**src/rtl/cache_fill_fsm.sv**
```systemverilog
// Line-fill controller: on a miss, issues LINE_WORDS pipelined word reads and steers the returns
// into the data array, writing the tag on the last return. CRITICAL_WORD_FIRST_EN starts at the missed word.
module cache_fill_fsm #(
  parameter int unsigned ADDR_W     = 16,
  parameter int unsigned LINE_WORDS = 8,
  parameter int unsigned WORD_BYTES = 2
) (
  input  logic                          clk,
  input  logic                          rst_n,
  input  logic                          miss_detected,
  input  logic [ADDR_W-1:0]             miss_address,
  input  logic                          memory_data_valid,
  output logic                          fsm_busy,
  output logic                          mem_read_req,
  output logic [ADDR_W-1:0]             memory_address,
  output logic                          write_data_array,
  output logic [$clog2(LINE_WORDS)-1:0] word_index,
  output logic                          write_tag_array
);

  localparam int unsigned OFS   = $clog2(LINE_WORDS * WORD_BYTES);
  localparam int unsigned WB    = $clog2(WORD_BYTES);
  localparam int unsigned IDX_W = $clog2(LINE_WORDS);
  localparam int unsigned CNT_W = IDX_W + 1;

  localparam logic [ADDR_W-1:0] OfsMask  = ADDR_W'((2 ** OFS) - 1);
  localparam logic [CNT_W-1:0]  LineCnt  = CNT_W'(LINE_WORDS);
  localparam logic [CNT_W-1:0]  LastRet  = CNT_W'(LINE_WORDS - 1);

  typedef enum logic {StIdle, StFill} state_e;

  state_e             state_q, state_d;
  logic [ADDR_W-1:0]  base_q, base_d;
  logic [CNT_W-1:0]   issue_cnt_q, issue_cnt_d;
  logic [CNT_W-1:0]   ret_cnt_q, ret_cnt_d;
  logic [IDX_W-1:0]   start_idx_q, start_idx_d;
  logic [IDX_W-1:0]   req_idx, ret_idx;
  logic [IDX_W-1:0]   miss_idx;

`ifdef CRITICAL_WORD_FIRST_EN
  assign miss_idx = miss_address[OFS-1:WB];
`else
  logic unused_low_bits;
  assign unused_low_bits = ^miss_address[OFS-1:0];
  assign miss_idx        = '0;
`endif

  // Slot arithmetic is IDX_W bits wide, so it wraps within the line.
  assign req_idx = start_idx_q + issue_cnt_q[IDX_W-1:0];
  assign ret_idx = start_idx_q + ret_cnt_q[IDX_W-1:0];

  always_comb begin
    state_d          = state_q;
    base_d           = base_q;
    issue_cnt_d      = issue_cnt_q;
    ret_cnt_d        = ret_cnt_q;
    start_idx_d      = start_idx_q;
    fsm_busy         = 1'b0;
    mem_read_req     = 1'b0;
    memory_address   = '0;
    write_data_array = 1'b0;
    word_index       = '0;
    write_tag_array  = 1'b0;

    unique case (state_q)
      StIdle: begin
        if (miss_detected) begin
          base_d      = miss_address & ~OfsMask;
          issue_cnt_d = '0;
          ret_cnt_d   = '0;
          start_idx_d = miss_idx;
          state_d     = StFill;
        end
      end
      StFill: begin
        fsm_busy = 1'b1;
        if (issue_cnt_q < LineCnt) begin
          mem_read_req   = 1'b1;
          memory_address = base_q + (ADDR_W'(req_idx) << WB);
          issue_cnt_d    = issue_cnt_q + 1'b1;
        end
        if (memory_data_valid) begin
          write_data_array = 1'b1;
          word_index       = ret_idx;
          ret_cnt_d        = ret_cnt_q + 1'b1;
          if (ret_cnt_q == LastRet) begin
            write_tag_array = 1'b1;
            state_d         = StIdle;
          end
        end
      end
      default: state_d = StIdle;
    endcase
  end

  always_ff @(posedge clk or negedge rst_n) begin
    if (!rst_n) begin
      state_q     <= StIdle;
      base_q      <= '0;
      issue_cnt_q <= '0;
      ret_cnt_q   <= '0;
      start_idx_q <= '0;
    end else begin
      state_q     <= state_d;
      base_q      <= base_d;
      issue_cnt_q <= issue_cnt_d;
      ret_cnt_q   <= ret_cnt_d;
      start_idx_q <= start_idx_d;
    end
  end

endmodule

```
**config.mk**
```make
export PLATFORM = sky130hd
export DESIGN_NAME = cache_fill_fsm
export DESIGN_NICKNAME = d
export VERILOG_FILES = /design/src/rtl/cache_fill_fsm.sv
export SDC_FILE = /design/constraint.sdc
export NUM_CORES = 1
export LEC_CHECK = 0
export BUFFER_PORTS_ARGS = -buffer_cell sky130_fd_sc_hd__buf_4
export CAP_MARGIN = 40
export CORE_MARGIN = 2
export CORE_UTILIZATION = 42
export DETAILED_ROUTE_END_ITERATION = 12
export HOLD_SLACK_MARGIN = 0.02
export PLACE_DENSITY = 0.74
export SLEW_MARGIN = 10
export SYNTH_ARGS = -nofsm -noshare
export SYNTH_HDL_FRONTEND = slang
export SYNTH_SLANG_ARGS = --single-unit
```
**constraint.sdc**
```tcl
create_clock -name clk -period 1.2 [get_ports clk]
set_clock_uncertainty 0.2 [all_clocks]
set_input_delay 0 -clock clk [delete_from_list [all_inputs] [get_ports clk]]
set_output_delay 0 -clock clk [all_outputs]
set_load 0.02 [all_outputs]
```
==> flow_metrics.py, run 1 <==
metrics = {
    "status": {
        "status": "finished, violations left",
        "violations": "setup timing",
    },
    "worst_setup_path": {
        "cpMostUsedCell": "buf_6",
        "cp.required_ps": 1000,
        "crit_chain": "buf_6 > and3_4 > and3b_2 > buf_6",
        "r2r_setup_slack_ps": -310,
        "path_buf_inv": 2,
        "path_class": "reg -> out",
        "rr_worst_depth": 5,
        "slowest_stage": "dfrtp_2",
        "r2r-end": "issue_cnt_q[0]",
        "slowest_delay_ps": 430,
        "r2r_start": "state_q",
        "crit_family": "flip-flops",
        "crit_fanout": 3,
        "end_kind": "output port",
        "start_kind": "register",
        "critPathArrivalTime_ps": 1390,
    },
    "timing": {
        "finalSetupTns_ps": -10970,
        "fmax_mhz": 631,
        "period_minus_slack_ps": 1590,
        "drv_slew": 0,
        "report.final.setup_viol": 43,
        "rsz0062_at_grt": "yes",
        "final_hold_viol_count": 0,
        "timing.final.crit_share_pct": 132,
        "fin_ws_ps": -385,
    },
    "min_path": {
        "hold_class": "in -> reg",
        "holdPathStages": 5,
        "worstHoldEndpoint": "ret_cnt_q[3]",
        "hp-start": "memory_data_valid",
    },
    "clock_network": {
        "numCtsBuffers": 3,
        "clock_path_buffers": 2,
        "clk_latency_ps": 310,
        "root_buffer": "clkbuf_4",
        "cts_tree": "yes",
        "cts_sinks": 21,
        "cts_max_level": 1,
        "clk_pin_slew_ps": 130,
    },
    "layout": {
        "fin_cells": 214,
        "n_antenna_cell": 0,
        "syn2layout_area_growth_pct": 88.2,
        "nFillCells": 128,
        "layout-drive-gt1-share_pct": 62.4,
        "multi_input_area_um2": 624,
        "post-route-util_pct": 85.5,
        "nets": 209,
        "final-seq-area_um2": 527,
    },
    "synth": {
        "synth_adder_area_share_pct": 2.42,
        "synth_compound_area_share_pct": 2.42,
        "yosysWarnings": 0,
        "synth.area.mux_share_pct": 2.42,
        "synth_edf_count": 0,
        "synth-simple-area-share_pct": 35.1,
        "async_reset_ff_share_pct": 100,
        "synth_top_family_by_area": "simple AND/OR/NAND/NOR gates",
        "synth_nets": 135,
        "yosysUniqueCellTypes": 25,
        "synthFlopType": "dfrtp_1",
        "netlist_area_um2": 1030,
        "synth_seq_cells": 21,
        "ys_seq_area_share_pct": 50.8,
        "avgSynthCellArea_um2": 9.16,
        "synth-xor-area-share_pct": 1.69,
        "synth_cells": 113,
    },
    "routing": {
        "post_drt_wl_per_cell_um": 15.4,
        "antenna_left": 0,
        "vias": 1058,
        "drtPass1Iterations": 4,
        "viasPerCell": 4.94,
        "route.detailed.drc": 0,
        "drtIter0Drc": 34,
        "wirelength_um": 3300,
    },
    "power_and_ir_drop": {
        "clock_power_share_pct": 8.1,
        "p_sw_mw": 1.67,
        "pwr-share-comb_pct": 62.2,
        "power_density_nw_per_um2": 2230,
        "netSwitchingFraction_pct": 38.6,
        "max-vdd-ir-drop_mv": 1.54,
        "intPower_mw": 2.67,
        "seqPwrFrac_pct": 29.6,
        "p_leak_nw": 0.997,
    },
    "die": {
        "die_area_um2": 2880,
        "fp.dieW_um": 53.6,
        "die_h_um": 53.6,
        "coreArea_um2": 2280,
        "start_util_pct": 45.5,
        "core.rowCount": 17,
        "ios": 43,
    },
    "placed_design": {
        "place.gp.congestion": 0.781,
        "place_inst": 182,
        "pre_cts_ws_ps": -181,
        "dp_hpwl_um": 1710,
        "port_buffers": 37,
    },
    "grt": {
        "grt_max_degree": 22,
        "antenna_found_initial": 0,
        "grt_pass1_wl_um": 4640,
        "grtUsageTotal_pct": 22.7,
        "grt_overflow": 0,
        "grt_pass1_vias": 1005,
    },
    "job": {
        "max_cap_viol_count": 0,
    },
}
## placed cells by master, fill, tap and decap left out, drive strengths merged
| cell type | instances |
|---|---|
| nand3 | 4 |
| and2 | 15 |
| o21ai | 1 |
| and3 | 3 |
| clkbuf | 4 |
| nand3b | 1 |
| a31oi | 1 |
| mux2 | 1 |
| buf | 58 |
| nor2 | 6 |
| xor2 | 2 |
| conb | 1 |
| a21oi | 1 |
| and3b | 1 |
| dlygate4sd3 | 16 |
| inv | 2 |
| nor2b | 2 |
| a22o | 1 |
| mux2i | 1 |
| nand2 | 40 |
| dfrtp | 21 |
| nand2b | 2 |
| ha | 2 |
## layout make-up
type | instances | share of cell area (%)
clock buffer | 4 | 1.35
inverter | 2 | 0.386
multi-input combinational | 85 | 32.1
sequential | 21 | 27.1
tap | 28 | 1.80
timing repair buffer | 74 | 37.3
## layer usage
| metal | wire (µm) | track usage, % | share of wire (%) | up-vias |
|---|---|---|---|---|
| li1 | - | - | - | 498 |
| met1 | 1370 | 29.4 | 42 | 526 |
| met2 | 1800 | 40.7 | 55 | 28 |
| met3 | 88 | 2.50 | 2.7 | 6 |
| met4 | 38 | 5.13 | 1.2 | 0 |
| met5 | 0 | 0 | 0 | - |
## power by group through the flow
stage	logic, mW	clock network, mW	registers [mW]
final	2.70	0.353	1.29
after global routing	2.88	0.382	1.32
after global placement	1.80	0	1.22
after CTS	2.34	0.345	1.23
after floorplan	1.18	0	1.23
after detailed placement	1.86	0	1.24
## worst register-to-register path, stage by stage (launching register included)
cell	delay (ps)
dfrtp_2	430
buf_6	130
buf_8	130
nor2b_4	190
nor2_2	70
mux2_4	250
## how the worst max path moves through the flow
stage                                    end  cells after the start    start
after floorplan                      state_q                      4  state_q
after CTS                    write_tag_array                      4  state_q
after global routing         write_tag_array                      4  state_q
after detailed placement  memory_address[15]                      4  state_q
final                        write_tag_array                      4  state_q
after global placement     memory_address[6]                      4  state_q
## cell usage after synthesis, types with 2 or more instances
master / instances / area [µm²]
nand2_1: 40 / 150
dfrtp_1: 21 / 526
and2_1: 15 / 93.8
buf_4: 5 / 37.5
nor2_1: 5 / 18.8
nand3_1: 4 / 20.0
and3_1: 2 / 12.5
ha_1: 2 / 25.0
inv_1: 2 / 7.51
xor2_1: 2 / 17.5
## timing repair
action	4_1_cts	5_1_grt
hold endpoints to repair	40	0
gates cloned	3	0
setup endpoints to repair	42	42
pin swaps	2	32
hold buffers	16	0
setup buffers	4	6
gates resized for setup	40	38
## state kept, by name, indices dropped and copies added (netlist names)
signal and cells:
base_q 12, issue_cnt_q 4, ret_cnt_q 4, state_q 1
## kinds of logic (layout without fill, tap and decap cells)
logic type / Yosys count / count (layout)
DFF: 21 / 21
xor gates and xnor gates: 2 / 2
other: 1 / 1
buffers and inverters: 8 / 80
and+or+nand+nor: 73 / 74
AOI/OAI and AO/OA: 4 / 4
adders and majority gates: 2 / 2
muxes: 2 / 2
## metrics by stage
stage,instance area [µm²],power (mW),hold slack [ps]
global placement,1410,3.02,-301
detailed placement,1410,3.10,-296
finish,1950,4.34,53.8
floorplan,1080,2.41,-496
CTS,1790,3.92,26.8
global route,1950,4.58,65.2
No activity file was read; power rests on OpenSTA's default activity.
==> run 2, diff against run 1 <==
Settings changed: CORE_UTILIZATION 42 to 46, HOLD_SLACK_MARGIN 0.02 to 0.03, PLACE_DENSITY 0.74 to 0.77.
Clock period 1.2 ns to 1.5 ns, I/O delays scaled along.
==> run 2 against run 1 <==
  * The run still ends with setup timing left
  * Combinational power down 36%
  * Die area decreased by 8.1%
  * Non-clock buffer count down 8
  * Sequential cell count unchanged
  * First-iteration DRC count decreased by 35%
  * Hold slack improved by 160 ps
  * Largest power group unchanged
  * Highest routed layer unchanged
==> flow_metrics.py, run 2 (synthesis gave the netlist of run 1 again) <==
metrics = {
    "clock_network": {
        "clock_path_buffers": 2,
        "cts_sinks": 21,
        "cts_tree": "yes",
        "clk_pin_slew_ps": 130,
        "numCtsBuffers": 3,
        "clk_latency_ps": 310,
        "cts_max_level": 1,
        "root_buffer": "clkbuf_4",
    },
    "timing": {
        "timing.final.crit_share_pct": 102,
        "report.final.setup_viol": 16,
        "rsz0062_at_grt": "yes",
        "drv_slew": 0,
        "period_minus_slack_ps": 1530,
        "final_hold_viol_count": 0,
        "fin_ws_ps": -34.3,
        "fmax_mhz": 652,
    },
    "routing": {
        "drtIter0Drc": 22,
        "vias": 1017,
        "drtPass1Iterations": 4,
        "post_drt_wl_per_cell_um": 14.4,
        "antenna_left": 0,
        "route.detailed.drc": 0,
        "viasPerCell": 4.96,
        "wirelength_um": 2960,
    },
    "worst_setup_path": {
        "end_kind": "output port",
        "path_class": "reg -> out",
        "r2r_setup_slack_ps": 90,
        "crit_chain": "nor2b_4 > buf_6 > and2_4 > buf_6",
        "slowest_stage": "dfrtp_1",
        "rr_worst_depth": 5,
        "start_kind": "register",
        "cpMostUsedCell": "buf_6",
        "crit_fanout": 7,
        "r2r-end": "issue_cnt_q[0]",
        "crit_family": "flip-flops",
        "critPathArrivalTime_ps": 1330,
        "cp.required_ps": 1300,
        "r2r_start": "state_q",
        "path_buf_inv": 2,
        "slowest_delay_ps": 430,
    },
    "layout": {
        "top_regs": "base_q (12), issue_cnt_q (4), ret_cnt_q (4)",
        "largest-register": "base_q",
        "final_common_cell": "nand2_1",
        "syn2layout_area_growth_pct": 65.1,
        "n_antenna_cell": 0,
        "largest_register_ffs": 12,
        "nets": 200,
        "layout_common_cells": "nand2_1 (39), buf_4 (31), dfrtp_1 (21), buf_6 (19), dlygate4sd3_1 (16)",
        "nFillCells": 147,
        "layout-drive-gt1-share_pct": 41.8,
        "post-route-util_pct": 78.7,
    },
    "min_path": {
        "worstHoldEndpoint": "base_q[7]",
        "hold_class": "in -> reg",
        "hp-start": "miss_address[7]",
        "holdPathStages": 4,
    },
    "placed_design": {
        "place.gp.congestion": 0.748,
        "dp_hpwl_um": 1620,
        "port_buffers": 37,
    },
    "power_and_ir_drop": {
        "max-vdd-ir-drop_mv": 1.02,
        "power_mw": 3.04,
        "p_leak_nw": 0.915,
        "power_density_nw_per_um2": 1780,
    },
    "die": {
        "die_area_um2": 2650,
        "core.rowCount": 17,
        "start_util_pct": 47.7,
        "ios": 43,
        "die_h_um": 51.4,
        "fp.dieW_um": 51.4,
        "coreArea_um2": 2170,
    },
    "grt": {
        "antenna_found_initial": 0,
        "grtUsageTotal_pct": 23.9,
        "grt_pass1_vias": 1004,
        "grt_pass1_wl_um": 4620,
        "grt_max_degree": 22,
        "grt_overflow": 0,
    },
    "status": {
        "violations": "setup timing",
        "status": "finished, violations left",
    },
    "job": {
        "max_cap_viol_count": 0,
    },
}
==> run 2: final cells by class <==
type	instances	area [µm²]	share of cell area, %
Tap cell	28	35.0	2.05
Clock buffer	3	22.5	1.32
Inverter	2	7.51	0.440
Timing Repair Buffer	66	607	35.5
Sequential cell	21	526	30.8
Clock inverter	1	5.00	0.293
Multi-Input combinational cell	84	505	29.6
==> run 2: per-stage QoR <==
| step | area (µm²) | std cells | hold slack, ps | TNS, ps | worst slack [ps] |
|---|---|---|---|---|---|
| CTS | 1670 | 202 | 212 | -34.2 | -11.5 |
| detailed placement | 1340 | 176 | -302 | 0 | 148 |
| global placement | 1340 | 176 | -301 | 0 | 190 |
| floorplan | 1040 | 113 | -496 | 0 | 8.74 |
| finish | 1710 | 205 | 219 | -335 | -34.3 |
| global route | 1710 | 205 | 227 | -1180 | -87.1 |
==> run 2: worst max-delay path by stage <==
stage | startpoint | to | slack (ps) | depth (start not counted)
6_report | issue_cnt_q[3] | memory_address[11] | -30 | 4
5_1_grt | issue_cnt_q[3] | memory_address[1] | -90 | 4
4_1_cts | state_q | write_tag_array | -10 | 4
3_5_place_dp | issue_cnt_q[3] | memory_address[10] | 150 | 4
3_3_place_gp | issue_cnt_q[3] | memory_address[13] | 190 | 4
2_1_floorplan | state_q | state_q | 9 | 4
==> run 2: worst min-delay path, stage by stage <==
cell and delay, ps:
dlygate4sd3_1 530, buf_4 100, nand2_1 40, nand2_1 50
==> run 2: report_power, final <==
part / switching, mW / internal, mW / leakage (nW)
clock: 0.180 / 0.0994 / 0.0177
combinational: 0.807 / 0.923 / 0.642
sequential: 0.203 / 0.828 / 0.255
==> run 2: what timing repair did <==
| item | in CTS | in global routing |
|---|---|---|
| setup buffers | 5 | 3 |
| endpoints found under the setup margin | 17 | 19 |
| cloned | 1 | 0 |
| gates resized for setup | 32 | 4 |
| pin swaps | 5 | 7 |
| hold buffers | 16 | 0 |
| hold endpoints to repair | 40 | 0 |
==> run 2: per-layer routing <==
layer,vias to the layer above,wire length (µm),track usage [%]
li1,477,-,-
met5,-,0,0
met4,0,42,8.77
met2,31,1720,46.4
met1,503,1090,26.6
met3,6,114,2.05
==> run 3, diff against run 2 <==
Settings changed: RECOVER_POWER set to 25, SKIP_CTS_REPAIR_TIMING set to 1.
==> run 3 against run 2 <==
  * The run still ends with setup timing left
  * Critical path type unchanged
  * Register-to-register slack got worse by 20 ps
  * Core utilization increased by 0.17 points
  * Sequential share of layout area is 0.067 points lower
  * Combinational power about the same
  * Non-clock buffer count unchanged
  * Largest power group unchanged
  * Critical path depth did not move
==> flow_metrics.py, run 3 (synthesis gave the netlist of run 1 again) <==
metrics = {
    "status": {
        "status": "finished, violations left",
        "violations": "setup timing",
    },
    "layout": {
        "largest_register_ffs": 12,
        "finish.instance_area_um2": 1710,
        "layout-drive-gt1-share_pct": 42.9,
        "top_regs": "base_q (12), issue_cnt_q (4), ret_cnt_q (4)",
        "largest-register": "base_q",
        "final_common_cell": "nand2_1",
        "nets": 200,
        "post-route-util_pct": 78.9,
        "syn2layout_area_growth_pct": 65.4,
        "n_antenna_cell": 0,
        "layout_common_cells": "nand2_1 (39), buf_4 (31), dfrtp_1 (21), buf_6 (18), dlygate4sd3_1 (16)",
    },
    "grt": {
        "grt_overflow": 0,
        "grt_max_degree": 22,
        "antenna_found_initial": 0,
        "grt_pass1_vias": 855,
        "grt_pass1_wl_um": 3640,
        "grtUsageTotal_pct": 18.4,
    },
    "worst_setup_path": {
        "r2r_start": "state_q",
        "cp.required_ps": 1300,
        "path_class": "reg -> out",
        "slowest_stage": "dfrtp_1",
        "cpMostUsedCell": "buf_6",
        "path_buf_inv": 2,
        "crit_chain": "buf_6 > and3_4 > and3b_2 > buf_6",
        "start_kind": "register",
        "end_kind": "output port",
        "critPathArrivalTime_ps": 1330,
        "slowest_delay_ps": 410,
        "crit_fanout": 5,
        "crit_family": "flip-flops",
        "critPathLaunch": "state_q",
    },
    "timing": {
        "fmax_mhz": 653,
        "report.final.setup_viol": 10,
        "relSlewSlack_pct": 66.0,
        "final_hold_viol_count": 0,
        "period_minus_slack_ps": 1530,
        "rsz0062_at_grt": "yes",
        "timing.final.crit_share_pct": 102,
        "max_slew.worst_pin.slew_ps": 510,
        "fin_ws_ps": -31.0,
        "drv_slew": 0,
    },
    "routing": {
        "vias": 997,
        "antenna_left": 0,
        "drtPass1Iterations": 4,
        "viasPerCell": 4.86,
        "wirelength_um": 2830,
        "route.detailed.drc": 0,
        "drtIter0Drc": 13,
        "post_drt_wl_per_cell_um": 13.8,
    },
    "die": {
        "coreArea_um2": 2170,
        "ios": 43,
        "start_util_pct": 47.7,
        "core.rowCount": 17,
        "fp.dieW_um": 51.4,
        "die_h_um": 51.4,
        "die_area_um2": 2650,
    },
    "power_and_ir_drop": {
        "power_density_nw_per_um2": 1770,
        "power_mw": 3.03,
        "p_leak_nw": 0.910,
        "max-vdd-ir-drop_mv": 1.13,
    },
    "placed_design": {
        "place.gp.congestion": 0.748,
        "dpl_cell_area_um2": 1340,
        "port_buffers": 37,
        "dp_hpwl_um": 1620,
    },
    "clock_network": {
        "clk_latency_ps": 300,
        "root_buffer": "clkbuf_4",
        "cts_max_level": 1,
        "cts_sinks": 21,
        "cts_tree": "yes",
        "clock_path_buffers": 2,
        "numCtsBuffers": 3,
        "clk_pin_slew_ps": 120,
    },
    "min_path": {
        "hold_class": "in -> reg",
        "hp-start": "miss_address[7]",
    },
    "job": {
        "max_cap_viol_count": 0,
    },
}
run 3: changes by cell type in the layout (fill, tap and decap cells not counted):
cell,before,now
and3_1,2,0
and3_4,1,3
buf_6,19,18
clkbuf_2,0,1
run 3: path summary, 6_finish.rpt:
kind	slack, ps	end	cells past startpoint
max	-30	write_tag_array	4
min	230	base_q[7]	4
max reg2reg	70	base_q[14]	6
min reg2reg	280	ret_cnt_q[3]	1
max in group asynchronous	170	state_q	3
min in group asynchronous	590	base_q[12]	3
run 3: where the power goes:
group          total (mW)  internal (mW)  switching (mW)
logic                1.72          0.924           0.792
registers            1.04          0.828           0.210
clock network       0.272         0.0992           0.173
total                3.03           1.85            1.18
run 3: metrics by stage:
step	worst slack, ps	setup TNS, ps	hold slack, ps	instances
5_1_grt	-71.6	-933	236	205
3_5_place_dp	148	0	-302	176
4_1_cts	-194	-2540	-641	180
2_1_floorplan	8.74	0	-496	113
6_report	-31.0	-91.2	230	205
3_3_place_gp	190	0	-301	176
run 3: cell type report:
| cell class | count | area [µm²] |
|---|---|---|
| multi-input cells | 84 | 515 |
| repair buffers | 66 | 601 |
| clock inverters | 1 | 5.00 |
| fillers | 147 | 458 |
| flip-flops and latches | 21 | 526 |
| inverters | 2 | 7.51 |
| well taps | 28 | 35.0 |
| clock buffers | 3 | 22.5 |
run 3: per-layer routing:
layer	vias to the layer above	share of wire (%)	global-route usage [%]
met5	-	0	0
met4	0	2.4	8.77
met3	10	3.2	1.75
met2	26	57	31.6
met1	482	38	23.0
li1	479	-	-
run 3: worst min-delay path: cells and delay by family:
family | cells | cell delay, ps
AND/OR/NAND/NOR | 2 | 90
buffers and inverters | 2 | 630
